File: src/rtl/operand_fetch_stage.sv
`default_nettype none
// ============================================================================
// Module      : operand_fetch_stage
// Description : Decode / operand-fetch stage sitting between the IF/ID
//               register and the execute stage. Drives the register-file
//               read addresses straight from the instruction and bypasses a
//               same-cycle writeback into the operands. It also detects a
//               load-use hazard against the instruction last issued into
//               ID/EX, and captures operands and control into the ID/EX
//               pipeline register. Downstream stall and flush are honoured.
// Revision    : 1.0 - initial release
// ----------------------------------------------------------------------------
// Ports
//   clock            system clock, all state updates on rising edge
//   ctrl_reset       synchronous active-low reset (0 = reset)
//   if_valid         IF/ID holds a valid instruction
//   if_insn/if_pc    instruction word and its PC
//   ctrl_readRegA/B  regfile read addresses (rs / rt), combinational
//   data_readRegA/B  regfile read data
//   wb_writeEnable   writeback is writing the regfile this cycle
//   wb_writeReg      writeback destination register
//   wb_data          writeback data
//   ex_stall         execute cannot accept, hold ID/EX
//   ex_flush         squash the ID instruction and ID/EX contents
//   id_stall         IF/ID must hold (combinational)
//   ex_valid .. ex_isLoad  registered ID/EX contents
// ============================================================================
module operand_fetch_stage #(
    parameter logic [5:0] LOAD_OPCODE  = 6'b100011,
    parameter logic [5:0] STORE_OPCODE = 6'b101011
) (
    input  logic        clock,
    input  logic        ctrl_reset,
    input  logic        if_valid,
    input  logic [31:0] if_insn,
    input  logic [31:0] if_pc,
    output logic [4:0]  ctrl_readRegA,
    output logic [4:0]  ctrl_readRegB,
    input  logic [31:0] data_readRegA,
    input  logic [31:0] data_readRegB,
    input  logic        wb_writeEnable,
    input  logic [4:0]  wb_writeReg,
    input  logic [31:0] wb_data,
    input  logic        ex_stall,
    input  logic        ex_flush,
    output logic        id_stall,
    output logic        ex_valid,
    output logic [31:0] ex_insn,
    output logic [31:0] ex_pc,
    output logic [31:0] ex_opA,
    output logic [31:0] ex_opB,
    output logic [4:0]  ex_rd,
    output logic        ex_isLoad
);

    localparam logic [5:0] c_OP_SPECIAL = 6'b000000;
    localparam logic [5:0] c_OP_J       = 6'b000010;
    localparam logic [5:0] c_OP_JAL     = 6'b000011;
    localparam logic [5:0] c_OP_BEQ     = 6'b000100;
    localparam logic [5:0] c_OP_BNE     = 6'b000101;
    localparam logic [2:0] c_OP_IMM_HI  = 3'b001;
    localparam logic [4:0] c_REG_ZERO   = 5'd0;
    localparam logic [4:0] c_REG_LINK   = 5'd31;

    // ------------------------------------------------------------------
    // Instruction field extraction
    // ------------------------------------------------------------------
    logic [5:0] opcode;
    logic [4:0] rs;
    logic [4:0] rt;
    logic [4:0] rd_field;

    assign opcode   = if_insn[31:26];
    assign rs       = if_insn[25:21];
    assign rt       = if_insn[20:16];
    assign rd_field = if_insn[15:11];

    assign ctrl_readRegA = rs;
    assign ctrl_readRegB = rt;

    // ------------------------------------------------------------------
    // Destination and source-usage decode
    // ------------------------------------------------------------------
    logic [4:0] dest;
    logic       uses_rs;
    logic       uses_rt;
    logic       is_load;

    always_comb begin
        dest = c_REG_ZERO;
        if (opcode == c_OP_SPECIAL) begin
            dest = rd_field;
        end else if ((opcode[5:3] == c_OP_IMM_HI) || (opcode == LOAD_OPCODE)) begin
            dest = rt;
        end else if (opcode == c_OP_JAL) begin
            dest = c_REG_LINK;
        end
    end

    // Jumps carry no register sources; everything else reads rs.
    assign uses_rs = (opcode != c_OP_J) && (opcode != c_OP_JAL);
    // Only R-type, stores and the two compare-branches read rt; for
    // immediates and loads rt is the destination, not a source.
    assign uses_rt = (opcode == c_OP_SPECIAL) || (opcode == STORE_OPCODE) ||
                     (opcode == c_OP_BEQ)     || (opcode == c_OP_BNE);
    assign is_load = (opcode == LOAD_OPCODE);

    // ------------------------------------------------------------------
    // Operand selection with same-cycle writeback bypass.
    // Register zero is hard-wired to zero even if the regfile or a
    // writeback claims otherwise.
    // ------------------------------------------------------------------
    logic [31:0] op_a;
    logic [31:0] op_b;

    always_comb begin
        op_a = data_readRegA;
        if (rs == c_REG_ZERO) begin
            op_a = '0;
        end else if (wb_writeEnable && (wb_writeReg == rs)) begin
            op_a = wb_data;
        end
    end

    always_comb begin
        op_b = data_readRegB;
        if (rt == c_REG_ZERO) begin
            op_b = '0;
        end else if (wb_writeEnable && (wb_writeReg == rt)) begin
            op_b = wb_data;
        end
    end

    // ------------------------------------------------------------------
    // Load-use hazard against the instruction currently in ID/EX
    // ------------------------------------------------------------------
    logic ex_valid_q;
    logic [31:0] ex_insn_q;
    logic [31:0] ex_pc_q;
    logic [31:0] ex_opA_q;
    logic [31:0] ex_opB_q;
    logic [4:0]  ex_rd_q;
    logic        ex_isLoad_q;

    logic hazard;

    assign hazard = if_valid && ex_valid_q && ex_isLoad_q && (ex_rd_q != c_REG_ZERO) &&
                    ((uses_rs && (rs == ex_rd_q)) || (uses_rt && (rt == ex_rd_q)));

    // A flush kills the ID instruction, so there is nothing left to hold.
    assign id_stall = ctrl_reset && !ex_flush && (ex_stall || hazard);

    // ------------------------------------------------------------------
    // ID/EX next-state logic (reset handled in the register block)
    // ------------------------------------------------------------------
    logic        ex_valid_d;
    logic [31:0] ex_insn_d;
    logic [31:0] ex_pc_d;
    logic [31:0] ex_opA_d;
    logic [31:0] ex_opB_d;
    logic [4:0]  ex_rd_d;
    logic        ex_isLoad_d;

    always_comb begin
        ex_valid_d  = ex_valid_q;
        ex_insn_d   = ex_insn_q;
        ex_pc_d     = ex_pc_q;
        ex_opA_d    = ex_opA_q;
        ex_opB_d    = ex_opB_q;
        ex_rd_d     = ex_rd_q;
        ex_isLoad_d = ex_isLoad_q;

        if (ex_flush) begin
            ex_valid_d  = 1'b0;
            ex_rd_d     = c_REG_ZERO;
            ex_isLoad_d = 1'b0;
        end else if (ex_stall) begin
            // Hold everything; operands are not re-bypassed here and are
            // re-read from the regfile once the stall releases.
        end else if (hazard) begin
            // Bubble: the dependent instruction stays in IF/ID one cycle.
            ex_valid_d  = 1'b0;
            ex_rd_d     = c_REG_ZERO;
            ex_isLoad_d = 1'b0;
        end else begin
            ex_valid_d  = if_valid;
            ex_insn_d   = if_insn;
            ex_pc_d     = if_pc;
            ex_opA_d    = op_a;
            ex_opB_d    = op_b;
            // An invalid slot must never look like a writer or a load.
            ex_rd_d     = if_valid ? dest : c_REG_ZERO;
            ex_isLoad_d = if_valid && is_load;
        end
    end

    always_ff @(posedge clock) begin
        if (!ctrl_reset) begin
            ex_valid_q  <= 1'b0;
            ex_insn_q   <= '0;
            ex_pc_q     <= '0;
            ex_opA_q    <= '0;
            ex_opB_q    <= '0;
            ex_rd_q     <= '0;
            ex_isLoad_q <= 1'b0;
        end else begin
            ex_valid_q  <= ex_valid_d;
            ex_insn_q   <= ex_insn_d;
            ex_pc_q     <= ex_pc_d;
            ex_opA_q    <= ex_opA_d;
            ex_opB_q    <= ex_opB_d;
            ex_rd_q     <= ex_rd_d;
            ex_isLoad_q <= ex_isLoad_d;
        end
    end

    assign ex_valid  = ex_valid_q;
    assign ex_insn   = ex_insn_q;
    assign ex_pc     = ex_pc_q;
    assign ex_opA    = ex_opA_q;
    assign ex_opB    = ex_opB_q;
    assign ex_rd     = ex_rd_q;
    assign ex_isLoad = ex_isLoad_q;

endmodule
`default_nettype wire
File: config.mk
export PLATFORM = sky130hd
export DESIGN_NAME = operand_fetch_stage
export DESIGN_NICKNAME = d
export VERILOG_FILES = /design/src/rtl/operand_fetch_stage.sv
export SDC_FILE = /design/constraint.sdc
export NUM_CORES = 1
export LEC_CHECK = 0
export ABC_AREA = 1
export CORE_MARGIN = 5
export CORE_UTILIZATION = 48
export CTS_BUF_LIST = sky130_fd_sc_hd__clkbuf_4
export DETAILED_ROUTE_END_ITERATION = 7
export PLACE_DENSITY = 0.92
export SETUP_SLACK_MARGIN = 0.02
export SLEW_MARGIN = 20
export SYNTH_ARGS = -nofsm -noshare
export SYNTH_HDL_FRONTEND = slang
export SYNTH_SLANG_ARGS = --single-unit
File: constraint.sdc
create_clock -name clock -period 3.65 [get_ports clock]
set_clock_uncertainty 0.05 [all_clocks]
set_input_delay 0.9125 -clock clock [delete_from_list [all_inputs] [get_ports clock]]
set_output_delay 0.9125 -clock clock [all_outputs]
set_load 0.01 [all_outputs]
==> impl_summary.txt <==
----------------------------------------------------
[Outcome]
  Run status ... finished, final reports clean

[Clock network]
  Clock tree from TritonCTS ... yes
  Number of buffers added to fix hold violations after cts ... 0
  Num Clock Sinks ... 135
  Maximum level of the CTS H-tree ... 4
  Root cell of the clock tree ... sky130_fd_sc_hd__clkbuf_4
  Clock-pin slew of the registers on the worst-case setup and hold paths ... 120 ps
  Later-pin clock latency in the skew report ... 550 ps
  Clock buffer depth ... 2
  TritonCTS Buffers ... 17

[Global route]
  Initial antenna violation count ... 0
  GRT Residual Overflow ... 0
  Pin count of the biggest net entering global routing ... 121
  First-pass GRT wire length ... 42090 µm
  Via count of the first global-routing pass ... 8408
  Total routing usage reported by global routing ... 29.09%

[Critical path]
  Cell type of the slowest stage on the worst timing path ... sky130_fd_sc_hd__clkdlybuf4s50_1
  Element type at the critical path end ... output pin
  Beginning of the critical path ... if_insn[19]
  Sort of element at the start of the critical path ... input port
  Crit path required time ... 2690 ps
  CP bufs+invs ... 3
  Most prevalent standard cell on the critical path ... sky130_fd_sc_hd__nand2_1
  Reg2Reg Setup Slack ... 1400 ps
  CP peak stage delay ... 490 ps
  Worst flop-to-flop path startpoint ... ex_rd[0]
  Arrival time of data at the critical path endpoint ... 2520 ps
  Largest fanout on the critical path ... 4
  CP Cell Sequence ... clkdlybuf4s50_1 -> inv_1 -> nand2_1 -> nand2_1 -> nand3_1 -> nor2_1 -> nand2_1 -> nand2_1 -> nand2_2 -> a21oi_1 -> dlygate4sd2_1
  Crit path kind ... in -> out
  Kind of cell adding the most delay to the critical path ... buffers and inverters

[Timing]
  Final setup violation count ... 0
  Total negative setup slack ... 0 ps
  Unrepaired setup endpoints after global routing ... false
  Worst-case setup margin in the final layout ... 163.7 ps
  Max Fclk ... 286.8 MHz
  Normalized max-slew margin ... 28.56%
  Hold Fails Final Rpt ... 0
  Clock period minus final worst setup slack ... 3486 ps
  Portion of the clock cycle consumed by the worst path in the final layout ... 95.51%
  Transition time of the tightest slew-check pin ... 1072 ps
  Total count of max-transition violations in the final report ... 0

[Placed design]
  HPWL after detailed placement ... 20040 µm
  Quantity of I/O buffers inserted on ports ... 316
  Setup Slack @ Placement ... -81.25 ps
  Global placer's final weighted congestion ... 0.8946
  Number of cells after detailed placement ... 1719

[Synthesis]
  Commonest register cell after synthesis ... sky130_fd_sc_hd__dfxtp_1
  Count of cell types in the netlist ... 23
  Netlist area before placement ... 0.007383 mm²
  Number of enable flip-flop cells after synthesis ... 0
  Post-Syn Area per Cell ... 5.888 µm²
  Synthesized netlist net count ... 1425
  Seq cells post-synth ... 135
  Share of synthesized area occupied by flip-flops and latches ... 36.60%
  Cell count after synthesis ... 1254
  Share of synthesized registers carrying an async set or reset ... 0%
  Yosys warns ... 0

[Power]
  Proportion of power drawn by flip-flops and latches ... 43.3%
  Share of power burned in the clock network ... 31.0%
  Cell-internal power ... 0.002609 W
  Switching part of the total power ... 30.45%
  Fraction of power consumed by combinational cells ... 25.8%
  Peak supply drop ... 361.8 µV
  Net load switching power ... 0.001142 W
  Power per unit of standard cell area ... 338.8 mW/mm²
  Leakage power summed over all cells ... 5.456 nW

[Hold path]
  Hold Path Class ... reg -> reg
  Origin of the worst min-delay path ... ex_isLoad

[Drt]
  Average detailed-routed wire length per instance ... 15.42 µm
  Final Routed Wirelength ... 27000 µm
  DRT antenna net count ... 0
  Post-detailed-route DRC marker count ... 0
  Number of vias after detailed routing ... 8730
  First drt pass iteration count ... 7
  Number of vias per cell ... 4.986
  Violation count after the first detailed-routing iteration ... 680

[Floorplanning]
  Effective utilization at floorplan ... 48.75%
  Ports placed on the boundary ... 317
  Placement row count ... 45
  Die outline area ... 0.01796 mm²
  Area of the core region ... 0.01515 mm²
  Die boundary height ... 134.0 µm
  Horiz. Die Dim ... 134.0 µm

[Final layout]
  Area growth from synthesis to layout ... 49.96%
  Most frequent cells in the layout ... sky130_fd_sc_hd__nand2_1, sky130_fd_sc_hd__clkdlybuf4s50_1, sky130_fd_sc_hd__nor2_1, sky130_fd_sc_hd__inv_1, sky130_fd_sc_hd__dfxtp_1
  Most frequent standard cell in the layout excluding fill and tap cells ... sky130_fd_sc_hd__nand2_1
  Fraction of layout cells with a size suffix above 1 ... 6.014%
  Number of antenna cells inserted ... 0
  Final instance count without filler cells ... 1751
  Count of nets after finishing ... 1721

[Job]
  Max Cap Viol ... 0

----------------------------------------------------
cell usage after synthesis, types with 2 or more instances:
| cell | n | share of area (%) |
|---|---|---|
| sky130_fd_sc_hd__a21oi_1 | 64 | 4.3 |
| sky130_fd_sc_hd__buf_2 | 27 | 1.8 |
| sky130_fd_sc_hd__buf_4 | 15 | 1.5 |
| sky130_fd_sc_hd__nand4_1 | 89 | 7.5 |
| sky130_fd_sc_hd__clkbuf_1 | 39 | 2.0 |
| sky130_fd_sc_hd__nand3_1 | 27 | 1.8 |
| sky130_fd_sc_hd__buf_1 | 2 | 0.10 |
| sky130_fd_sc_hd__dfxtp_1 | 135 | 37 |
| sky130_fd_sc_hd__inv_1 | 188 | 9.6 |
| sky130_fd_sc_hd__xnor2_1 | 3 | 0.36 |
| sky130_fd_sc_hd__nand2_1 | 390 | 20 |
| sky130_fd_sc_hd__nor2_1 | 259 | 13 |
| sky130_fd_sc_hd__inv_2 | 6 | 0.31 |
sequential cells by signal, indices dropped and copies added (netlist names):
register	flops
ex_insn	32
ex_isLoad	1
ex_opA	32
ex_opB	32
ex_pc	32
ex_rd	5
ex_valid	1
layout make-up:
cell class	instances	area [µm²]
Fill cell	1246	4074
Tap cell	188	235.2
Timing Repair Buffer	361	3522
Clock buffer	17	127.6
Multi-Input combinational cell	840	3551
Sequential cell	135	2703
Inverter	195	732.0
Clock inverter	15	201.4
worst min-delay path, cell delays in order (launching register included):
cell,delay (ps)
sky130_fd_sc_hd__dfxtp_1,350
sky130_fd_sc_hd__nand2_1,60
sky130_fd_sc_hd__a21oi_1,50
cell families (layout without fill, tap and decap cells):
kind of cell    after synthesis  in the layout  synth area share [%]
compound gates               66             66                 4.491
xor+xnor                      4              4                0.4746
buf+inv                     279            588                 15.51
flops                       135            135                 36.60
simple gates                770            770                 42.92
repair_timing:
item | in CTS | in global routing
buffers inserted | 0 | 0
endpoints found under the setup margin | 1 | 0
gates resized for setup | 1 | 0
power by group through the flow:
stage | Clock [W] | Sequential [W] | Combinational, W
floorplan | 0 | 0.00170 | 0.000390
global placement | 0 | 0.00165 | 0.000943
detailed placement | 0 | 0.00166 | 0.000960
CTS | 0.00118 | 0.00162 | 0.000967
global route | 0.00125 | 0.00164 | 0.00106
finish | 0.00116 | 0.00162 | 0.000967
worst paths after layout:
| kind | to | depth (start not counted) |
|---|---|---|
| worst min-delay path | ex_isLoad | 2 |
| worst max register to register | ex_insn[12] | 13 |
| worst min register to register | ex_isLoad | 2 |
| worst max-delay path | id_stall | 11 |
metal layers:
layer | wire, µm | part of all wire [%] | GRT usage (%) | up-vias
li1 | - | - | - | 4380
met1 | 10140 | 38 | 31.69 | 3925
met2 | 13350 | 49 | 51.94 | 372
met3 | 2758 | 10 | 11.18 | 53
met4 | 751 | 2.8 | 9.672 | 0
met5 | 0 | 0 | 0 | -
per-stage QoR:
step | utilization, % | hold WS [ps] | instance area (µm²) | power, W
6_report | 73.10 | 446.9 | 11070 | 0.003752
4_1_cts | 73.10 | 447.9 | 11070 | 0.003773
5_1_grt | 73.10 | 481.9 | 11070 | 0.003945
2_1_floorplan | - | 443.1 | 7383 | 0.002087
3_5_place_dp | 70.94 | 430.9 | 10740 | 0.002616
3_3_place_gp | 70.94 | 421.3 | 10740 | 0.002592
No activity file was read; power rests on OpenSTA's default activity.
